[config.mk]
export PLATFORM = sky130hd
export DESIGN_NAME = spi_frame_fsm
export DESIGN_NICKNAME = d
export VERILOG_FILES = /design/src/rtl/spi_pkg.sv /design/src/rtl/spi_shiftreg.sv /design/src/rtl/spi_frame_fsm.sv
export SDC_FILE = /design/constraint.sdc
export NUM_CORES = 1
export LEC_CHECK = 0
export CORE_MARGIN = 5
export CORE_UTILIZATION = 46
export CTS_CLUSTER_SIZE = 16
export DETAILED_ROUTE_END_ITERATION = 6
export PLACE_DENSITY = 0.75
export SLEW_MARGIN = 20
export SYNTH_ARGS = -nofsm -noshare
export SYNTH_HDL_FRONTEND = slang
export SYNTH_SLANG_ARGS = --single-unit
[constraint.sdc]
create_clock -name clk -period 1.28 [get_ports clk]
set_input_delay 0.32 -clock clk [delete_from_list [all_inputs] [get_ports clk]]
set_output_delay 0.32 -clock clk [all_outputs]
set_load 0.02 [all_outputs]
[src/rtl/spi_pkg.sv]
`default_nettype none
// +----------------------------------------------------------------------+
// | spi_pkg : shared frame-FSM state type and width defaults   rev 1.0   |
// +----------------------------------------------------------------------+
package spi_pkg;

  localparam int ADDR_W_DEF = 7;
  localparam int DATA_W_DEF = 8;

  typedef enum logic [2:0] {
    ST_IDLE      = 3'd0,
    ST_ADDR      = 3'd1,
    ST_RD_LOAD   = 3'd2,
    ST_READ      = 3'd3,
    ST_WRITE     = 3'd4,
    ST_WR_STROBE = 3'd5,
    ST_DONE      = 3'd6
  } state_t;

endpackage
`default_nettype wire

[src/rtl/spi_shiftreg.sv]
`default_nettype none
// +----------------------------------------------------------------------+
// | spi_shiftreg : MSB-first shift register, parallel load     rev 1.0   |
// +----------------------------------------------------------------------+
module spi_shiftreg #(
  parameter int W = 8
) (
  input  logic         clk,
  input  logic         rst_n,
  input  logic         i_load,
  input  logic [W-1:0] i_load_data,
  input  logic         i_shift,
  input  logic         i_serial,
  output logic [W-1:0] o_q,
  output logic         o_serial
);

  logic [W-1:0] r_q;

  // Load wins over shift so a parallel load is never corrupted.
  always_ff @(posedge clk) begin
    if (!rst_n) begin
      r_q <= '0;
    end else if (i_load) begin
      r_q <= i_load_data;
    end else if (i_shift) begin
      r_q <= {r_q[W-2:0], i_serial};
    end
  end

  assign o_q      = r_q;
  assign o_serial = r_q[W-1];

endmodule
`default_nettype wire

[src/rtl/spi_frame_fsm.sv]
`default_nettype none
// +----------------------------------------------------------------------+
// | spi_frame_fsm : mode-0 SPI slave frame decoder (addr, R/W, data)     |
// | rev 1.0                                                              |
// +----------------------------------------------------------------------+
module spi_frame_fsm
  import spi_pkg::*;
#(
  parameter int ADDR_W = ADDR_W_DEF,
  parameter int DATA_W = DATA_W_DEF
) (
  input  logic              clk,
  input  logic              rst_n,
  input  logic              sclk_pos,
  input  logic              sclk_neg,
  input  logic              cs_n,
  input  logic              mosi,
  input  logic [DATA_W-1:0] rd_data,
  output logic [ADDR_W-1:0] addr,
  output logic [DATA_W-1:0] wr_data,
  output logic              wr_en,
  output logic              miso,
  output logic              miso_oe
);

  localparam int CW  = $clog2(ADDR_W + 2);
  // Last frame bit is taken straight from mosi, so the receive register
  // only has to hold the bits before it.
  localparam int RXW = (ADDR_W > DATA_W - 1) ? ADDR_W : DATA_W - 1;
  localparam logic [CW-1:0] c_addr_last = CW'(ADDR_W);
  localparam logic [CW-1:0] c_data_last = CW'(DATA_W - 1);

  state_t            r_state;
  state_t            w_state_nxt;
  logic [CW-1:0]     r_cnt;
  logic              w_cnt_clr;
  logic              w_cnt_inc;
  logic              w_rx_shift;
  logic              w_tx_load;
  logic              w_tx_shift;
  logic              w_addr_lat;
  logic              w_wr_lat;
  logic [RXW-1:0]    w_rx_q;
  logic              w_unused_rx_msb;
  logic [DATA_W-1:0] w_unused_tx_q;
  logic              w_tx_so;

  always_ff @(posedge clk) begin
    if (!rst_n) r_state <= ST_IDLE;
    else        r_state <= w_state_nxt;
  end

  always_comb begin
    w_state_nxt = r_state;
    w_cnt_clr   = 1'b0;
    w_cnt_inc   = 1'b0;
    w_rx_shift  = 1'b0;
    w_tx_load   = 1'b0;
    w_tx_shift  = 1'b0;
    w_addr_lat  = 1'b0;
    w_wr_lat    = 1'b0;
    // Chip-select release aborts everything except a strobe already issued.
    if (cs_n && r_state != ST_WR_STROBE) begin
      w_state_nxt = ST_IDLE;
    end else begin
      case (r_state)
        ST_IDLE: begin
          w_state_nxt = ST_ADDR;
          w_cnt_clr   = 1'b1;
        end
        ST_ADDR: begin
          if (sclk_pos) begin
            w_rx_shift = 1'b1;
            if (r_cnt == c_addr_last) begin
              w_addr_lat  = 1'b1;
              w_cnt_clr   = 1'b1;
              w_state_nxt = mosi ? ST_RD_LOAD : ST_WRITE;
            end else begin
              w_cnt_inc = 1'b1;
            end
          end
        end
        ST_RD_LOAD: begin
          w_tx_load   = 1'b1;
          w_state_nxt = ST_READ;
        end
        ST_READ: begin
          if (sclk_pos) begin
            if (r_cnt == c_data_last) w_state_nxt = ST_DONE;
            else                      w_cnt_inc   = 1'b1;
          end else if (sclk_neg && r_cnt != '0) begin
            // Zero count means this is the address's trailing edge.
            w_tx_shift = 1'b1;
          end
        end
        ST_WRITE: begin
          if (sclk_pos) begin
            w_rx_shift = 1'b1;
            if (r_cnt == c_data_last) begin
              w_wr_lat    = 1'b1;
              w_state_nxt = ST_WR_STROBE;
            end else begin
              w_cnt_inc = 1'b1;
            end
          end
        end
        ST_WR_STROBE: w_state_nxt = ST_DONE;
        ST_DONE:      w_state_nxt = ST_DONE;
        default:      w_state_nxt = ST_IDLE;
      endcase
    end
  end

  always_ff @(posedge clk) begin
    if (!rst_n) begin
      r_cnt   <= '0;
      addr    <= '0;
      wr_data <= '0;
    end else begin
      if (w_cnt_clr)      r_cnt <= '0;
      else if (w_cnt_inc) r_cnt <= r_cnt + 1'b1;
      if (w_addr_lat) addr    <= w_rx_q[ADDR_W-1:0];
      if (w_wr_lat)   wr_data <= {w_rx_q[DATA_W-2:0], mosi};
    end
  end

  spi_shiftreg #(.W(RXW)) u_rx (
    .clk         (clk),
    .rst_n       (rst_n),
    .i_load      (1'b0),
    .i_load_data ('0),
    .i_shift     (w_rx_shift),
    .i_serial    (mosi),
    .o_q         (w_rx_q),
    .o_serial    (w_unused_rx_msb)
  );

  spi_shiftreg #(.W(DATA_W)) u_tx (
    .clk         (clk),
    .rst_n       (rst_n),
    .i_load      (w_tx_load),
    .i_load_data (rd_data),
    .i_shift     (w_tx_shift),
    .i_serial    (1'b0),
    .o_q         (w_unused_tx_q),
    .o_serial    (w_tx_so)
  );

  assign wr_en   = (r_state == ST_WR_STROBE);
  assign miso_oe = (r_state == ST_READ);
  assign miso    = miso_oe & w_tx_so;

endmodule
`default_nettype wire

# Yosys cells after proc, flatten, opt, wreduce, memory -nomap -nowiden
# Cells that the tools add are included.
# totals
ff_bits	37
latchBits	0
ram_bits	0
mem_bits_ro	0
input_bits	14
output_inout_bits	18
elab_cells	65
memories	0
# classes
n_addsub	1
multipliers	0
div	0
order_cmp	0
n_eq_ne	14
shift	0
n_mux	31
bitwise	2
reduce_logical	11
# op_table
cell	count
$mux W3	7
$mux W1	20
$pmux W3 S6	1
$mux W8	2
$ne A2 B2 Y1 const B	5
$eq A3 B3 Y1 const B	3
$reduce_or A2 Y1	4
$eq A3 B2 Y1 const B	2
$reduce_and A6 Y1	1
$add A4 B1 Y4 const B	1
$eq A4 B3 Y1 const B	1
$reduce_bool A4 Y1	1
$eq A3 B1 Y1 const B	1
$logic_not A3 Y1	1
$ne A3 B3 Y1 const B	1
$reduce_or A3 Y1	1
$logic_and A1 B1 Y1	2
$ne A2 B1 Y1 const B	1
$pmux W1 S2	1
$reduce_bool A2 Y1	1
$and A1 B1 Y1	1
$not A1 Y1	1

# Depth between registers and ports, before layout
# Gate-level depths: netlist of the first run.
# depth
depth_word	8
ltp_mapped	6
depth_no_buf	6

# By module
# From an unflattened synthesis of the first run, not the netlist that was laid out.
# unflattened
cells_unflattened	175
hier_area_um2	1915.6
# by_module_without_submodules
module	n_inst	cells_per_inst	area_per_inst_um2	seq_area_each_um2
spi_frame_fsm	1	108	1084.8	440.4
spi_shiftreg (u_tx)	1	36	447.9	160.2
spi_shiftreg (u_rx)	1	31	382.9	140.1

# Worst setup path before layout of the first run
# Ideal clock, no wire load.
# synth_path
path_kind	register to register
startpoint	reg r_state[2]
endpoint	reg u_tx.r_q[1] (netlist: u_tx.o_q[1])
setup_time_ns	0.119
arrival_time_ns	1.319
t_required_ns	1.161
path_slack_ns	-0.158
stages_incl_launch_ff	6
path_buffers	1
period_less_slack_ns	1.438
cell_sequence	dfxtp_1 -> buf_4 -> and3b_1 -> o311ai_4 -> mux2i_1 -> a21oi_1
# synth_via
elab_chain_cells	4
word_cells_on_any_way	10
cone_classes	eq/ne (3); mux (5); reduce/logical (2)
# synth_lines
element	line_no	source
from (decl)	spi_frame_fsm.sv:33	state_t r_state;
from (signal assigned)	spi_frame_fsm.sv:50	else r_state <= w_state_nxt;
$eq A3 B2 Y1	n/a	
net miso_oe	spi_frame_fsm.sv:23	output logic miso_oe
$mux W1	spi_frame_fsm.sv:66	case (r_state)
$mux W1	spi_frame_fsm.sv:63	if (cs_n && r_state != ST_WR_STROBE) begin
$reduce_bool A2 Y1 (no line)	n/a	
to (signal assigned)	spi_shiftreg.sv:25	r_q <= i_load_data;
to (signal assigned)	spi_shiftreg.sv:27	r_q <= {r_q[W-2:0], i_serial};
to (decl)	spi_shiftreg.sv:18	logic [W-1:0] r_q;
# The timed path passes the listed nets, and every way through them passes these cells.
# A chain may end at the register's enable or synchronous reset.

# Worst setup path in the final report of the first run
# layout_path
startpoint	reg r_state[2]
endpoint	out miso
# layout_via
elab_chain_cells	2
# layout_lines
element	line_no	source
$eq A3 B2 Y1	spi_frame_fsm.sv:150	assign miso_oe = (r_state == ST_READ);
$and A1 B1 Y1	spi_frame_fsm.sv:151	assign miso = miso_oe & w_tx_so;
to (decl)	spi_frame_fsm.sv:22	output logic miso,
# Every way passes these cells.

==> metrics, run 1 <==
clk root buf clkbuf_8; Port Buffers 31; routed vias/inst 5.02; most common cell in the netlist dfxtp_1; worst-skew pair later-pin latency 290 ps; Worst Reg-to-Reg Cells 6; Die Wd between 70 and 80 µm; antenna violations before repair 0; Hold WS 528 ps; Worst Skew roughly 6.4 ps; Max Cap Viol 0; drt wl/cell 14.8 µm; Setup-failing EPs final 39; Num CTS Buffers 5; Die Y between 70 and 80 µm; Worst Hold Depth 2; Yosys cell types 37; clk buf depth 2; routed wl met3 166 µm; Hold Fails Final Rpt 0; GP Congestion 0.893; pwr dens 867 nW/µm²; failing checks setup timing; #FFs+latches synth 37; Slew HR 0.830; cts hold-fix bufs 0; overall power 2.15 mW; VDD IR-drop max 506 µV; n_diodes 0; crit-path max FO 4; # nets final 240; sequential share of the synthesized area 0.436; area of the mapped netlist 1700 µm²; synth-to-layout area growth 46.3%; synthesized instance count between 150 and 200; crit-path cells and3b_2 -> and2_4 -> buf_6; maximum number of pins on one net before global-route repair 23; Post-synth top cells dfxtp_1, mux2i_1, nor2b_1, a21oi_1, nor2_1; HPWL Detailed 2670 µm; DRC 0; Tcrit/Tclk final 1.15; DR pass1 iterations 4; run status complete, but fails checks; row cnt 22; io pins 32; Startpoint Class flip-flop; Slowest Stage Delay on Critical Path roughly 340 ps; routed vias ~1400; 1st-iter DRT viols 41; reg2reg setup slack -170 ps; GRT Util Overall 0.164; Die ar. around 5000 µm²; Worst Max-Slew Pin Slew 254 ps; Yosys top cell area share 0.436; RSZ-0062 raised after global routing true; Yosys warning total 0; Worst EP arrival 1160 ps; met2 wire len 2080 µm; CTS clk-pin slew, worst paths 70 ps; TritonCTS clock tree done; CP max-delay cell dfxtp_2; Post-synth EDFFs 0; htree depth 2; crit path kind reg -> out; remaining global-route overflow 0; Slew Limit Fails 0; Pleak 1.15 nW; asr flop ratio synth 0; final WL 4030 µm; Starting Density 0.471; Crit. End Element primary output; Setup TNS -5060 ps; synth top area cells dfxtp_1, mux2i_1, nor2b_1; setup ws final -197 ps; Core ar. 3610 µm²; vias in the first global route 1393; post-layout util 0.689; Mapped Avg Cell Area 10.4 µm²; DRT antenna net count 0; first-pass GRT wire length 6460 µm; top layer in use met4; Routed met1 length 1700 µm; syn_nets 180; largest area contributor in the netlist dfxtp_1; TritonCTS sink count 37; Most used DFF post-synth dfxtp_1; Hold WC Path Type reg -> reg; CP required 960 ps; minimum clock period about 1500 ps; highest clock rate 0.677 GHz; layout cell share with drive strength beyond 1 0.375
==> stage by stage <==
stage | cell area (µm²) | setup slack [ps] | cells
global placement | 2230 | -493 | 255
CTS | 2440 | -175 | 268
finish | 2480 | -197 | 272
detailed placement | 2230 | -566 | 255
global route | 2480 | -256 | 272
floorplan | 1760 | -120 | 164
==> flip-flops by register name (all words and copies together) (netlist names) <==
| register | flops |
|---|---|
| r_state | 3 |
| u_rx.o_q | 7 |
| u_tx.o_q | 8 |
| wr_data | 8 |
| r_cnt | 4 |
| addr | 7 |
==> cell families after synthesis <==
group           count (synthesis)  synth area share
flops                          37             0.436
compound gates                 27             0.109
buf+inv                        12            0.0405
fa+ha+maj                       2            0.0147
simple gates                   54             0.212
xor+xnor                        2            0.0103
mux                            30             0.177
==> placed cells by master (no fill, tap or decap), types with 2 or more instances in the layout <==
cell	n
o21ai_1	5
clkdlybuf4s15_1	2
ha_4	2
mux2i_1	29
nor3b_4	2
o21ai_2	3
dlygate4sd2_1	2
nor2_1	7
nand3_1	3
dfxtp_1	32
a31oi_1	2
buf_6	11
a21oi_1	8
inv_4	2
nand3_4	2
clkdlybuf4s50_1	10
nand2_1	3
buf_4	19
nor2b_1	24
dfxtp_4	2
clkbuf_2	10
buf_12	2
and3b_2	2
clkdlybuf4s15_2	2
dfxtp_2	3
and4b_1	2
clkbuf_8	6
==> final timing paths <==
kind                           start                    end
max reg2reg  r_state[0]$_SDFFE_PP0P_  r_cnt[3]$_SDFFE_PP0P_
max          r_state[2]$_SDFFE_PP0P_                   miso
min             addr[6]$_SDFFE_PN0P_   addr[6]$_SDFFE_PN0P_
min reg2reg     addr[6]$_SDFFE_PN0P_   addr[6]$_SDFFE_PN0P_
==> cell type report <==
class	instances	area [µm²]
clock buffers	6	82.6
repair buffers	61	549
inverters	4	20.0
well taps	48	60.1
flip-flops and latches	37	752
multi-input cells	115	1010
clock inverters	1	7.51
fillers	276	1120
==> where the power goes <==
part / leakage (nW) / internal [mW] / switching [mW]
combinational: 0.809 / 0.104 / 0.0722
clock: 0.0433 / 0.425 / 0.396
sequential: 0.301 / 1.15 / 0.00393
==> worst max-delay path: cells and delay by family, from the launching register on <==
family	cells	cell delay [ps]
and+or+nand+nor	2	420
buffers and inverters	1	110
DFF	1	340
==> repair_timing <==
| action | CTS | global route |
|---|---|---|
| setup buffers | 6 | 4 |
| pin swaps | 7 | 5 |
| gates resized for setup | 70 | 30 |
| endpoints found under the setup margin | 53 | 50 |
==> layer usage <==
layer / up-vias / global-route usage
li1: 688 / -
met3: 6 / 0.0611
met4: 0 / 0.0814
met1: 649 / 0.178
met5: - / 0
met2: 22 / 0.278
(Power assumes the default switching activity.)
==> inputs of run 2 (changes only) <==
--- a/config.mk
+++ b/config.mk
@@ -14,3 +14,4 @@
 export SYNTH_ARGS = -nofsm -noshare
 export SYNTH_HDL_FRONTEND = slang
 export SYNTH_SLANG_ARGS = --single-unit
+export TNS_END_PERCENT = 10
==> metrics, run 2 (synthesis results as in run 1) <==
clk buf depth 2; DRT antenna net count 0; routed vias 1370; Core ar. 3610 µm²; Reg-to-Reg Start r_state[2]$_SDFFE_PP0P_; Hold Fails Final Rpt 0; clk root buf clkbuf_8; Fillers 282; synth-to-layout area growth 44.8%; Worst Hold Depth 2; highest clock rate around 0.67 GHz; RSZ-0062 raised after global routing true; HPWL Detailed 2580 µm; htree depth 2; drt wl/cell 13.6 µm; n_diodes 0; worst slack, placed -592 ps; Die ar. 5010 µm²; pwr dens 848 nW/µm²; reg2reg setup slack -220 ps; Worst EP arrival between 1500 and 2000 ps; Slowest Stage Delay on Critical Path 540 ps; CTS clk-pin slew, worst paths 70 ps; Worst Skew around 4.3 ps; failing checks setup timing; io pins 32; minimum clock period 1500 ps; Num CTS Buffers 5; run status complete, but fails checks; overall power 2.08 mW; Max Cap Viol 0; 1st-iter DRT viols 68; buffers plus inverters on the worst setup path 2; antenna violations before repair 0; final WL roughly 3700 µm; post-layout util 0.682; cell family with most CP delay simple AND/OR/NAND/NOR gates; Pleak 1.14 nW; CP required about 1500 ps; Slew HR 0.778; Setup-failing EPs final 38; routed vias/inst between 5 and 6; setup ws final -221 ps; Hold WC Path Type reg -> reg; Critical R2R Capture u_tx.o_q[0]$_SDFFE_PN0P_; GP Congestion around 0.8; CP max-delay cell or4b_4; row cnt 22; crit-path cells buf_6 -> or4b_4 -> buf_8 -> a31oi_1 -> nor2b_1; DR pass1 iterations 4; Worst Hold End addr[2]$_SDFFE_PN0P_; crit path kind reg -> reg; Crit. End Element flip-flop; vias in the first global route 1359; Slew Limit Fails 0; Startpoint Class flip-flop; layout cell share with drive strength beyond 1 0.364; maximum number of pins on one net before global-route repair 33; commonest non-fill, non-tap cell in the layout dfxtp_1; TritonCTS sink count 37; remaining global-route overflow 0; commonest non-fill, non-tap cells in the layout dfxtp_1, mux2i_1, nor2b_1; Die Y 70.8 µm; DRC 0; Worst Reg-to-Reg Cells 5; TritonCTS clock tree done; area of the multi-input gates 991 µm²; crit-path max FO 8; Tcrit/Tclk final 1.17; first-pass GRT wire length between 6000 and 7000 µm; register area 751 µm²; worst-skew pair later-pin latency 280 ps; hold path startpoint addr[2]$_SDFFE_PN0P_; Worst Max-Slew Pin Slew 332 ps; # nets final 240; Die Wd 70.8 µm; GRT Util Overall 0.148; Port Buffers 31; VDD IR-drop max 508 µV; Starting Density 0.471
==> run 2: cell count changes in the layout (fill, tap and decap cells not counted), moves of 2 or more <==
cell / previous run / this run
clkdlybuf4s15_1: 2 / 8
o21ai_1: 5 / 1
o21ai_2: 3 / 7
clkbuf_2: 10 / 7
clkdlybuf4s15_2: 2 / 0
clkinv_2: 0 / 2
dfxtp_2: 3 / 5
inv_2: 1 / 3
inv_4: 2 / 0
nor2_1: 7 / 5
==> run 2: stage by stage <==
stage	instance area, µm²	setup TNS [ps]	hold WS (ps)	std cells
5_1_grt	2460	-6840	551	273
2_1_floorplan	1710	-1660	476	164
4_1_cts	2410	-3880	520	270
3_3_place_gp	2200	-17830	496	258
6_report	2460	-4020	519	273
3_5_place_dp	2200	-19010	508	258
==> run 2: worst max-delay path by stage <==
stage                       startpoint                        to  slack [ps]  cells past startpoint
6_report       r_state[2]$_SDFFE_PP0P_  u_tx.o_q[0]$_SDFFE_PN0P_        -220                      5
5_1_grt        r_state[2]$_SDFFE_PP0P_  u_tx.o_q[0]$_SDFFE_PN0P_        -280                      5
4_1_cts        r_state[2]$_SDFFE_PP0P_                      miso        -230                      3
3_5_place_dp                      cs_n  u_tx.o_q[2]$_SDFFE_PN0P_        -590                      5
3_3_place_gp                      cs_n  u_tx.o_q[0]$_SDFFE_PN0P_        -550                      5
2_1_floorplan    r_cnt[0]$_SDFFE_PP0P_  u_tx.o_q[1]$_SDFFE_PN0P_        -120                      6
==> run 2: power by group <==
group	leakage (nW)	internal (mW)	switching, mW
sequential	0.301	1.15	0.00345
combinational	0.792	0.0977	0.0687
clock	0.0439	0.375	0.387
==> run 2: repair_timing <==
item                                    in CTS  in global routing
endpoints found under the setup margin      54                 54
pin swaps                                    6                  3
endpoints found under the hold margin        0                  0
gates resized for setup                     66                 34
hold buffers                                 0                  0
cloned                                       1                  0
setup buffers                                3                  3
==> run 2: worst min-delay path, stage by stage (launching register included) <==
cell and delay, ps:
dfxtp_1 330, mux2i_1 70, nor2b_1 90
==> run 2: cell type report <==
cell class	instances	share of cell area
clock buffers	5	0.0280
inverters	4	0.00611
flip-flops and latches	37	0.305
clock inverters	3	0.00712
multi-input cells	115	0.403
repair buffers	61	0.226
well taps	48	0.0244
==> run 2: layer usage <==
metal  share of wire  global-route usage  up-vias
met1            0.43               0.174      649
met4          0.0046              0.0564        0
met3           0.043              0.0426        2
met5               0                   0        -
li1                -                   -      692
met2            0.52               0.253       27
==> inputs of run 3 (changes only) <==
--- a/config.mk
+++ b/config.mk
@@ -5,11 +5,12 @@
 export SDC_FILE = /design/constraint.sdc
 export NUM_CORES = 1
 export LEC_CHECK = 0
-export CORE_MARGIN = 5
-export CORE_UTILIZATION = 46
+export CAP_MARGIN = 20
+export CORE_MARGIN = 4
+export CORE_UTILIZATION = 40
 export CTS_CLUSTER_SIZE = 16
 export DETAILED_ROUTE_END_ITERATION = 6
-export PLACE_DENSITY = 0.75
+export PLACE_DENSITY = 0.66
 export SLEW_MARGIN = 20
 export SYNTH_ARGS = -nofsm -noshare
 export SYNTH_HDL_FRONTEND = slang
==> metrics, run 3 (synthesis results as in run 1) <==
routed vias/inst 4.98; Worst Hold Depth 2; HPWL Detailed 2590 µm; routed wl met3 138 µm; Worst Hold End wr_data[7]$_SDFFE_PN0P_; Startpoint Class flip-flop; antenna violations before repair 0; Starting Density 0.418; failing checks setup timing; run status complete, but fails checks; htree depth 2; commonest non-fill, non-tap cells in the layout dfxtp_1, mux2i_1, nor2b_1; post-layout util 0.605; # nets final 238; Fillers 334; layout cell share with drive strength beyond 1 0.368; routed vias 1359; Die Wd 73.2 µm; Pleak ~1.1 nW; io pins 32; worst slack, placed -632 ps; setup ws final -216 ps; CP required 960 ps; worst-skew pair later-pin latency 290 ps; drt wl/cell 14.6 µm; Num CTS Buffers 5; Die Y 73.2 µm; highest clock rate 0.668 GHz; Worst EP arrival 1180 ps; Die ar. 5350 µm²; Worst Max-Slew Pin Slew ~350 ps; placed instance area ~2200 µm²; TritonCTS sink count 37; Max Cap Viol 0; overall power 2.36 mW; Hold WS between 500 and 600 ps; clk buf depth 2; top layer in use met4; DR pass1 iterations 4; Crit. End Element primary output; # placed instances around 260; clk root buf clkbuf_8; VDD IR-drop max roughly 930 µV; CTS clk-pin slew, worst paths 70 ps; minimum clock period 1500 ps; row cnt 23; Tcrit/Tclk final 1.17; Core ar. 4060 µm²; crit path kind reg -> out; synth-to-layout area growth 44.6%; commonest non-fill, non-tap cell in the layout dfxtp_1; reg2reg setup slack -180 ps; remaining global-route overflow 0; Routed met1 length 1690 µm; pwr dens 963 nW/µm²; first-pass GRT wire length 6240 µm; met2 wire len 2120 µm; cts hold-fix bufs 0; hold path startpoint wr_data[7]$_SDFFE_PN0P_; crit-path max FO 3; maximum number of pins on one net before global-route repair 25; Slew Limit Fails 0; Hold Fails Final Rpt 0; Worst Reg-to-Reg Cells 5; RSZ-0062 raised after global routing true; DRC 0; Post-Layout Cell Count 273; Reg-to-Reg Start r_state[0]$_SDFFE_PP0P_; vias in the first global route roughly 1300; 1st-iter DRT viols 34; Slew HR 0.767; n_diodes 0; Hold WC Path Type reg -> reg; Critical R2R Capture u_tx.o_q[0]$_SDFFE_PN0P_; Setup-failing EPs final 37; TritonCTS clock tree done; Setup TNS -3610 ps; Port Buffers 31; Worst Skew 6.20 ps; final WL 3990 µm; final non-filler cell area 2450 µm²; GP Congestion ~0.84; GRT Util Overall 0.148; DRT antenna net count 0
run 3: cell count changes in the layout (fill, tap and decap cells not counted), sizes merged:
cell	change
clkbuf	+5
clkdlybuf4s15	-3
buf	-2
clkinv	-2
bufinv	+1
clkinvlp	-1
run 3: metal layers:
metal / global-route usage / vias up
met3: 0.0441 / 4
met1: 0.182 / 644
met2: 0.256 / 20
met5: 0 / -
li1: - / 691
met4: 0.0307 / 0
run 3: layout make-up:
type | instances | area, µm² | area share
Tap cell | 50 | 62.6 | 0.0255
Clock inverter | 1 | 30.0 | 0.0122
Sequential cell | 37 | 752 | 0.306
Multi-Input combinational cell | 115 | 991 | 0.404
Inverter | 4 | 15.0 | 0.00612
Timing Repair Buffer | 59 | 518 | 0.211
Clock buffer | 7 | 86.3 | 0.0352
run 3: repair_timing:
item	4_1_cts	5_1_grt
endpoints found under the setup margin	54	52
resized for setup	71	30
cloned	1	0
pin swaps	6	1
setup buffers	1	4
run 3: how the worst max path moves through the flow:
stage / startpoint / end / slack, ps / cells past startpoint
2_1_floorplan: r_cnt[0]$_SDFFE_PP0P_ / u_tx.o_q[1]$_SDFFE_PN0P_ / -120 / 6
3_3_place_gp: cs_n / u_tx.o_q[0]$_SDFFE_PN0P_ / -560 / 5
3_5_place_dp: cs_n / u_tx.o_q[3]$_SDFFE_PN0P_ / -630 / 5
4_1_cts: r_state[2]$_SDFFE_PP0P_ / miso / -240 / 3
5_1_grt: r_state[2]$_SDFFE_PP0P_ / miso / -240 / 3
6_report: r_state[2]$_SDFFE_PP0P_ / miso / -220 / 3
run 3: report_power, final:
group	internal (mW)	switching, mW	total (mW)
combinational	0.102	0.0727	0.175
sequential	1.15	0.00358	1.15
clock	0.635	0.400	1.03
total	1.89	0.476	2.36
run 3: worst max-delay path: stages, from the launching register on:
cell	delay (ps)
dfxtp_2	350
and3b_2	250
and2_4	170
buf_6	120
==> RTL edit (config.mk and constraints of run 2) <==
Encoding of `state_t`: now one-hot (7 bits for 7 states).
--- a/src/rtl/spi_pkg.sv
+++ b/src/rtl/spi_pkg.sv
@@ -7,14 +7,14 @@
   localparam int ADDR_W_DEF = 7;
   localparam int DATA_W_DEF = 8;
 
-  typedef enum logic [2:0] {
-    ST_IDLE      = 3'd0,
-    ST_ADDR      = 3'd1,
-    ST_RD_LOAD   = 3'd2,
-    ST_READ      = 3'd3,
-    ST_WRITE     = 3'd4,
-    ST_WR_STROBE = 3'd5,
-    ST_DONE      = 3'd6
+  typedef enum logic [6:0] {
+    ST_IDLE      = 7'b0000001,
+    ST_ADDR      = 7'b0000010,
+    ST_RD_LOAD   = 7'b0000100,
+    ST_READ      = 7'b0001000,
+    ST_WRITE     = 7'b0010000,
+    ST_WR_STROBE = 7'b0100000,
+    ST_DONE      = 7'b1000000
   } state_t;
 
 endpackage
Check against the original RTL: same outputs for any inputs over 10 cycles, from zero or initial values and one cycle with rst_n low; not proved beyond that.
==> RTL edit against run 2 <==
  * Critical path depth is the same
  * Sequential cell count grew 4
  * Die area grew 13%
  * Design area grew 16%
  * Clock power grew 15%
  * Power grew 16%
  * Global-route usage grew 6.8 points
  * Synthesized area grew 16%
  * Via count grew 51%
  * Worst setup slack lost 0.32 ns
  * The run still ends with negative setup slack left
  * Wire length grew 53%
==> RTL edit: results (changes against run 2) <==
[yosys]
yosys-top-cells-count=41 x dfxtp_1, 24 x a21oi_1, 23 x nand3_1, 23 x o21ai_0, 14 x nor2_1  ; was 37 x dfxtp_1, 30 x mux2i_1, 24 x nor2b_1
synth.distinct_cells=50  ; was 37
synth_area_leaders=dfxtp_1 42%, a21oi_1 6.1%, nand3_1 5.9%  ; was dfxtp_1 44%, mux2i_1 18%, nor2b_1 8.8%
synthAdderAreaFrac_pct=1.275  ; was 1.474%
seq_area_frac_synth_pct=41.81  ; was 43.63%
synth-compound-area-share_pct=25.18  ; was 10.91%
synth-xor-area-share_pct=1.338  ; was 1.032%

[final_layout]
seq_share_pct=29.08  ; was 30.53%
fillers=341  ; was 282
n_all_inverters=7  ; was 4
flops_and_latches=41  ; was 37
multi_input_area_share_pct=40.65  ; was 40.31%
stdcell_count=355  ; was 273
multi_input_gates=166  ; was 115
final_layout_size_suffix_gt1_share_pct=35.08  ; was 36.44%
nNonClkBuffers=83  ; was 61
clock_area_share_pct=3.373  ; was 3.511%
finalNetCount=320  ; was 240
clock_buffers=6  ; was 5

[power]
peakVddDrop_mv=0.6425  ; was 0.5077 mV
p_int_w=0.001840  ; was 0.001625 W

[timing]
maxSlewHeadroom_pct=72.30  ; was 77.79%
worst_slack_ns=-0.5413  ; was -0.2210 ns
finalSetupTns_ns=-19.51  ; was -4.020 ns
clock-skew-final_ns=0.01040  ; was 0.004327 ns
finalSetupViolations=44  ; was 38

[floorplan]
die_area_sq_um=5674  ; was 5006 sq um

[run_status]
violations=negative setup slack  ; unchanged
status=complete, but fails checks  ; unchanged

[drt]
via_per_inst=5.831  ; was 5.018
wl_met2_mm=2.773  ; was 1.946 mm
wl_met3_um=312  ; was 161 um
drtIter0Drc=247  ; was 68

[placement]
routabilityCongestion=0.8739  ; was 0.8087
dpl_cell_area_sq_um=2678  ; was 2203 sq um
place_inst=341  ; was 258
hpwlAfterDp_mm=4.032  ; was 2.583 mm

[global_route]
use_met3_pct=5.145  ; was 4.261%
grt_pass1_wl_mm=9.487  ; was 6.016 mm
grt_pass1_vias=2106  ; was 1,359
grt_max_degree=23  ; was 33
grtUsageTotal_pct=21.56  ; was 14.77%

[critical_path]
critPathBufInv=1  ; was 2

[RTL edit: cell types whose count changed in the layout (fill, tap and decap cells not counted), sizes merged, moves of 5 or more]
cell / before / now
clkbuf: 12 / 20
mux2i: 30 / 8
nand3: 5 / 23
buf: 33 / 55
a21oi: 9 / 24
nor2: 7 / 14
o21ai: 10 / 25
nor3: 0 / 5
o211ai: 1 / 6
clkdlybuf4s15: 8 / 1
nor2b: 25 / 1
[RTL edit: power by group through the flow]
| stage | clock network, W | logic, W | registers [W] |
|---|---|---|---|
| after floorplan | 0 | 0.000109 | 0.00131 |
| after global placement | 0 | 0.000224 | 0.00131 |
| after detailed placement | 0 | 0.000225 | 0.00131 |
| after CTS | 0.000882 | 0.000240 | 0.00128 |
| after global routing | 0.000954 | 0.000265 | 0.00129 |
| final | 0.000875 | 0.000248 | 0.00129 |
[RTL edit: path summary, 6_finish.rpt]
path | endpoint | slack, ns | cells after the start | start
worst max-delay path | r_cnt[3] | -0.54 | 5 | r_state[2]
worst min-delay path | addr[3] | 0.49 | 2 | addr[3]
worst max register to register | r_cnt[3] | -0.54 | 5 | r_state[2]
worst min register to register | addr[3] | 0.49 | 2 | addr[3]
[RTL edit: repair_timing]
action | CTS | global route
pin swaps | 10 | 1
endpoints found under the setup margin | 59 | 59
setup buffers | 4 | 2
resized for setup | 61 | 32
[RTL edit: worst register-to-register path, delay by kind of cell (launching register included)]
kind                   cells  cell delay [ns]
AO/OA/AOI/OAI              2             0.31
AND/OR/NAND/NOR            2             0.93
flip-flops                 1             0.35
buffers and inverters      1             0.12
